## src/rtl/alu_sched_pkg.sv

```systemverilog
`default_nettype none
// +----------------------------------------------------------------------+
// | alu_sched_pkg : shared types and constants for the ALU scheduler     |
// | rev 1.0                                                              |
// +----------------------------------------------------------------------+
package alu_sched_pkg;

  typedef enum logic [1:0] {
    ST_IDLE  = 2'd0,
    ST_ISSUE = 2'd1,
    ST_WAIT  = 2'd2,
    ST_RESP  = 2'd3
  } state_t;

  localparam logic [1:0] UNIT_ARITH = 2'b00;
  localparam logic [1:0] UNIT_LOGIC = 2'b01;
  localparam logic [1:0] UNIT_CMP   = 2'b10;
  localparam logic [1:0] UNIT_SHIFT = 2'b11;

  localparam int unsigned DEF_WIDTH   = 16;
  localparam int unsigned DEF_TIMEOUT = 8;

  // Bit order of the result is {shift, cmp, logic, arith}.
  function automatic logic [3:0] unit_onehot(input logic [1:0] unit);
    return 4'b0001 << unit;
  endfunction

endpackage
`default_nettype wire

```

## src/rtl/alu_sched_rr_arb2.sv

```systemverilog
`default_nettype none
// +----------------------------------------------------------------------+
// | rr_arb2 : two-way round-robin arbiter with a registered pointer      |
// | rev 1.0                                                              |
// +----------------------------------------------------------------------+
module rr_arb2 (
  input  logic       clk,
  input  logic       rst,
  input  logic [1:0] valid,
  input  logic       advance,
  output logic [1:0] grant,
  output logic       pointer
);

  logic ptr_q, ptr_d;

  always_comb begin
    grant = 2'b00;
    case (valid)
      2'b01:   grant = 2'b01;
      2'b10:   grant = 2'b10;
      2'b11:   grant = ptr_q ? 2'b10 : 2'b01;
      default: grant = 2'b00;
    endcase
    // After a grant, priority passes to the requester that was not served.
    ptr_d = ptr_q;
    if (advance && (grant != 2'b00)) ptr_d = ~grant[1];
  end

  always_ff @(posedge clk) begin
    if (rst) ptr_q <= 1'b0;
    else     ptr_q <= ptr_d;
  end

  assign pointer = ptr_q;

endmodule
`default_nettype wire

```

## src/rtl/alu_sched.sv

```systemverilog
`default_nettype none
// +----------------------------------------------------------------------+
// | alu_sched : arbitrates two requesters onto an external ALU datapath  |
// | rev 1.0                                                              |
// +----------------------------------------------------------------------+
module alu_sched
  import alu_sched_pkg::*;
#(
  parameter int WIDTH   = DEF_WIDTH,
  parameter int TIMEOUT = DEF_TIMEOUT
) (
  input  logic             CLK,
  input  logic             RST,
  input  logic             REQ0_VALID,
  output logic             REQ0_READY,
  input  logic [WIDTH-1:0] REQ0_A,
  input  logic [WIDTH-1:0] REQ0_B,
  input  logic [3:0]       REQ0_FUN,
  input  logic             REQ1_VALID,
  output logic             REQ1_READY,
  input  logic [WIDTH-1:0] REQ1_A,
  input  logic [WIDTH-1:0] REQ1_B,
  input  logic [3:0]       REQ1_FUN,
  output logic             RSP0_VALID,
  input  logic             RSP0_READY,
  output logic             RSP1_VALID,
  input  logic             RSP1_READY,
  output logic [WIDTH-1:0] RSP_DATA,
  output logic             RSP_ERR,
  output logic [WIDTH-1:0] ALU_A,
  output logic [WIDTH-1:0] ALU_B,
  output logic [1:0]       ALU_FUN,
  output logic             ARITH_EN,
  output logic             LOGIC_EN,
  output logic             CMP_EN,
  output logic             SHIFT_EN,
  input  logic [WIDTH-1:0] ALU_OUT,
  input  logic             ALU_FLAG
);

  state_t           state_q, state_d;
  logic [WIDTH-1:0] a_q, a_d, b_q, b_d, data_q, data_d;
  logic [3:0]       fun_q, fun_d;
  logic             gnt_q, gnt_d, err_q, err_d;
  logic [7:0]       cnt_q, cnt_d;

  logic [1:0] req_valid, grant;
  logic       ptr, accept, win_idx, rsp_take;
  logic [3:0] en;

  assign req_valid = {REQ1_VALID, REQ0_VALID};

  // Gating valid with IDLE keeps every READY low in the other states.
  rr_arb2 u_arb (
    .clk     (CLK),
    .rst     (RST),
    .valid   (req_valid & {2{state_q == ST_IDLE}}),
    .advance (accept),
    .grant   (grant),
    .pointer (ptr)
  );

  assign accept   = |grant;
  assign win_idx  = (&req_valid) ? ptr : req_valid[1];
  assign rsp_take = gnt_q ? RSP1_READY : RSP0_READY;

  always_comb begin
    state_d = state_q;
    a_d     = a_q;
    b_d     = b_q;
    fun_d   = fun_q;
    gnt_d   = gnt_q;
    data_d  = data_q;
    err_d   = err_q;
    cnt_d   = cnt_q;
    case (state_q)
      ST_IDLE: begin
        if (accept) begin
          a_d     = win_idx ? REQ1_A   : REQ0_A;
          b_d     = win_idx ? REQ1_B   : REQ0_B;
          fun_d   = win_idx ? REQ1_FUN : REQ0_FUN;
          gnt_d   = win_idx;
          state_d = ST_ISSUE;
        end
      end
      ST_ISSUE: begin
        cnt_d   = 8'd0;
        state_d = ST_WAIT;
      end
      ST_WAIT: begin
        if (ALU_FLAG) begin
          data_d  = ALU_OUT;
          err_d   = 1'b0;
          state_d = ST_RESP;
        end else if (cnt_q == 8'(TIMEOUT - 1)) begin
          data_d  = '0;
          err_d   = 1'b1;
          state_d = ST_RESP;
        end else begin
          cnt_d = cnt_q + 8'd1;
        end
      end
      ST_RESP: begin
        if (rsp_take) state_d = ST_IDLE;
      end
      default: state_d = ST_IDLE;
    endcase
  end

  always_ff @(posedge CLK) begin
    if (RST) begin
      state_q <= ST_IDLE;
      a_q     <= '0;
      b_q     <= '0;
      fun_q   <= 4'd0;
      gnt_q   <= 1'b0;
      data_q  <= '0;
      err_q   <= 1'b0;
      cnt_q   <= 8'd0;
    end else begin
      state_q <= state_d;
      a_q     <= a_d;
      b_q     <= b_d;
      fun_q   <= fun_d;
      gnt_q   <= gnt_d;
      data_q  <= data_d;
      err_q   <= err_d;
      cnt_q   <= cnt_d;
    end
  end

  assign en = (state_q == ST_ISSUE) ? unit_onehot(fun_q[3:2]) : 4'b0000;
  assign {SHIFT_EN, CMP_EN, LOGIC_EN, ARITH_EN} = en;

  assign REQ0_READY = grant[0];
  assign REQ1_READY = grant[1];
  assign RSP0_VALID = (state_q == ST_RESP) && !gnt_q;
  assign RSP1_VALID = (state_q == ST_RESP) &&  gnt_q;
  assign RSP_DATA   = data_q;
  assign RSP_ERR    = err_q;
  assign ALU_A      = a_q;
  assign ALU_B      = b_q;
  assign ALU_FUN    = fun_q[1:0];

endmodule
`default_nettype wire

```

## config.mk

```make
export PLATFORM = sky130hd
export DESIGN_NAME = alu_sched
export DESIGN_NICKNAME = d
export VERILOG_FILES = /design/src/rtl/alu_sched_pkg.sv /design/src/rtl/alu_sched_rr_arb2.sv /design/src/rtl/alu_sched.sv
export SDC_FILE = /design/constraint.sdc
export NUM_CORES = 1
export LEC_CHECK = 0
export BUFFER_PORTS_ARGS = -buffer_cell sky130_fd_sc_hd__buf_2
export CAP_MARGIN = 20
export CELL_PAD_IN_SITES_DETAIL_PLACEMENT = 1
export CELL_PAD_IN_SITES_GLOBAL_PLACEMENT = 2
export CORE_ASPECT_RATIO = 0.6
export CORE_UTILIZATION = 25
export DETAILED_ROUTE_END_ITERATION = 10
export GPL_TIMING_DRIVEN = 0
export PLACE_DENSITY_LB_ADDON = 0.1
export SETUP_SLACK_MARGIN = 0.05
export SLEW_MARGIN = 20
export SYNTH_ARGS = -nofsm -noshare
export SYNTH_HDL_FRONTEND = slang
export SYNTH_SLANG_ARGS = --single-unit
```

## constraint.sdc

```tcl
create_clock -name CLK -period 2 [get_ports CLK]
set_input_delay 0.2 -clock CLK [delete_from_list [all_inputs] [get_ports CLK]]
set_output_delay 0.2 -clock CLK [all_outputs]
set_load 0.05 [all_outputs]
```

==> flow_metrics.py <==
metrics = {
    "floorplanning": {
        "start_util_pct": 26.4,
        "die_x_um": 140,
        "ios": 154,
        "dieArea_mm2": 0.0119,
        "num_rows": 29,
        "core_mm2": 0.0108,
        "die_h_um": 84.9,
    },
    "synth": {
        "synth_cell_types": 37,
        "synth_top_family_by_area": "compound AO/OA/AOI/OAI gates",
        "ys_warn_count": 0,
        "syn-cell-area_mm2": 0.00286,
        "synth-compound-area-share_pct": 21.5,
        "synthMuxAreaShare_pct": 12.9,
        "synth_most_common_cell": "dfxtp_1",
        "synth_edf_count": 0,
        "synth_fa_ha_area_share_pct": 2.62,
        "seq_area_frac_synth_pct": 45.5,
        "yosysTopAreaCell": "dfxtp_1",
        "synth_seq_cells": 65,
        "yosys-top-cells-area": "dfxtp_1 (45%), mux2i_1 (13%), a211oi_1 (10%), nor2_1 (6.6%), a22o_1 (4.3%)",
        "synth_top_area_share_pct": 45.5,
        "synth_common_cells": "dfxtp_1 (65), nor2_1 (50), a211oi_1 (39)",
        "syn_avg_cell_area_um2": 9.83,
        "syn_nets": 392,
        "async_reset_ff_share_pct": 0,
        "yosys.area_share.simple_pct": 11.0,
        "synthXorXnorAreaFrac_pct": 1.22,
        "syn_inst": 291,
        "ys.flop_type": "dfxtp_1",
    },
    "pwr": {
        "intPower_mw": 3.62,
        "p_sw_share_pct": 44.0,
        "p_seq_share_pct": 28.1,
        "power_leakage_nw": 2.12,
        "vdd_ir_drop_max_mv": 0.638,
        "p_sw_mw": 2.84,
        "p_per_area_mw_per_mm2": 1540,
        "pwr-share-comb_pct": 45.2,
        "power_frac_clock_pct": 26.7,
    },
    "global_route": {
        "grt_pass1_vias": 2807,
        "grt_pass1_wl_um": 14600,
        "use_met1_pct": 21.4,
        "met3_usage_pct": 5.42,
        "top_usage_layer": "met2",
        "grt_start_max_net_pins": 20,
        "gr-usage-met2_pct": 23.7,
        "grt_use_total_pct": 15.8,
        "grt_overflow": 0,
        "grt_antenna_before_repair": 0,
    },
    "clock_tree": {
        "cts.path.max_buffers": 2,
        "cts_made_buffers": 9,
        "cts_tree": "built",
        "htree_levels": 3,
        "clk_pin_slew_ps": 60,
        "cts_sinks": 65,
        "clock-root-buffer": "clkbuf_16",
        "clk_latency_ps": 330,
        "cts_hold_buf": 0,
    },
    "timing": {
        "fmax_mhz": 547,
        "tns_ps": 0,
        "setup_viol": 0,
        "fin_crit_sh_pct": 91.3,
        "rsz0062_at_grt": "false",
        "slew_violations": 0,
        "worst_clock_skew_ps": 3.96,
        "holdWs_ps": 92.2,
        "finalHoldViolCount": 0,
        "min_period_ps": 1830,
        "relSlewSlack_pct": 61.2,
        "tightest_slew_ps": 583,
    },
    "drt": {
        "dr.pass1.iters": 4,
        "dr.first_iter.drc_count": 53,
        "viasPerCell": 4.61,
        "drc": 0,
        "wl_per_cell_um": 15.1,
        "ant_nets": 0,
        "wl_um": 9030,
        "vias": 2757,
    },
    "setup_path": {
        "setup.worst_path.start": "state_q[1]",
        "worstPathMaxFanout": 5,
        "end_kind": "primary output",
        "worstSetupStartpointType": "flop",
        "timing.rr.start": "state_q[1]",
        "cp_data_arrival_time_ps": 1630,
        "crit_required_ps": 1800,
        "worstSetupPathType": "reg -> out",
    },
    "cells_and_area": {
        "register_area_mm2": 0.00130,
        "layout.cells.non_filler": 598,
        "fin_area_mm2": 0.00418,
        "antenna_cells": 0,
        "finalNetCount": 555,
        "syn_to_final_growth_pct": 46.2,
        "multi_input_area_mm2": 0.00145,
        "fillers": 1299,
        "drive_gt1_share_pct": 43.6,
    },
    "place": {
        "place_congestion": 0.736,
        "hpwlAfterDp_um": 7010,
        "post_dp_cell_area_mm2": 0.00381,
        "portBuffers": 152,
        "dp.cells": 582,
    },
    "hold_path": {
        "hold_path.startpoint": "ALU_OUT[0]",
        "min_path_type": "in -> reg",
    },
    "run_status": {
        "status": "finished clean",
    },
    "flow_run": {
        "drv_cap": 0,
    },
}
## cell type report
class | count | share of cell area [%]
Sequential cell | 65 | 31.1
Buffer | 21 | 2.96
Inverter | 7 | 0.628
Timing Repair Buffer | 153 | 18.5
Tap cell | 139 | 4.16
Clock inverter | 5 | 1.86
Multi-Input combinational cell | 197 | 34.7
Clock buffer | 11 | 6.04
## routing by layer
| metal | part of all wire, % | vias up |
|---|---|---|
| met2 | 41 | 94 |
| met5 | 0 | - |
| li1 | - | 1389 |
| met4 | 1.2 | 0 |
| met3 | 6.7 | 9 |
| met1 | 51 | 1265 |
## path summary, 6_finish.rpt
kind                                     to  slack, ps  cells after the start
worst max-delay path             REQ0_READY        170                      5
worst max register to register     cnt_q[7]        220                      6
worst min register to register  RSP_DATA[0]        470                      1
worst min-delay path            RSP_DATA[0]         90                      2
## cell families after synthesis
family | Yosys count
DFF | 65
AOI/OAI and AO/OA | 79
xor gates and xnor gates | 4
adders and majority gates | 6
muxes | 37
and+or+nand+nor | 71
buffers and inverters | 29
## worst max-delay path: stages (launching register included)
cell and delay (ps):
dfxtp_1 330, inv_1 170, ha_4 180, inv_1 110, a211oi_2 300, buf_6 210
## cells in the final DEF (no fill, tap or decap), drive strengths merged
cell type,n
mux2i,37
nand2,3
inv,7
nor2,50
or3,2
o22a,1
a21o,1
bufinv,2
or2,1
clkinv,2
and3,2
o21bai,1
a311oi,1
o2111ai,2
nand3,3
xor2,4
dfxtp,65
o211ai,3
o21ai,6
nor2b,4
a222oi,1
buf,164
nand3b,1
nor3b,1
ha,6
and2,1
clkbuf,21
and2b,1
a22o,16
or4,1
a21oi,8
clkinvlp,1
nor3,1
a211oi,39
## stage by stage
step,setup slack (ps),power [mW],utilization [%]
2_1_floorplan,203,3.93,-
6_report,173,6.45,38.5
3_3_place_gp,-216,4.64,35.1
3_5_place_dp,-232,4.69,35.1
5_1_grt,66.5,6.84,38.5
4_1_cts,63.5,6.46,38.2
## timing repair
item                                    CTS  global route
gates resized for setup                   4            15
endpoints found under the setup margin   39            41
setup buffers                             0             1
cloned                                    0             0
pin swaps                                 0             1
## power groups by stage
| stage | registers (mW) | logic [mW] | clock network (mW) |
|---|---|---|---|
| global route | 1.85 | 3.15 | 1.84 |
| global placement | 1.82 | 2.82 | 0 |
| CTS | 1.81 | 2.87 | 1.78 |
| floorplan | 2.70 | 1.22 | 0 |
| finish | 1.81 | 2.92 | 1.72 |
| detailed placement | 1.84 | 2.85 | 0 |
## state kept, by name, summed over array words and instances (netlist names)
signal / cells
ALU_A: 16
gnt_q: 1
cnt_q: 8
fun_q: 4
u_arb.pointer: 1
state_q: 2
ALU_B: 16
RSP_ERR: 1
RSP_DATA: 16
Note: power is estimated with default switching activity, not from simulation.
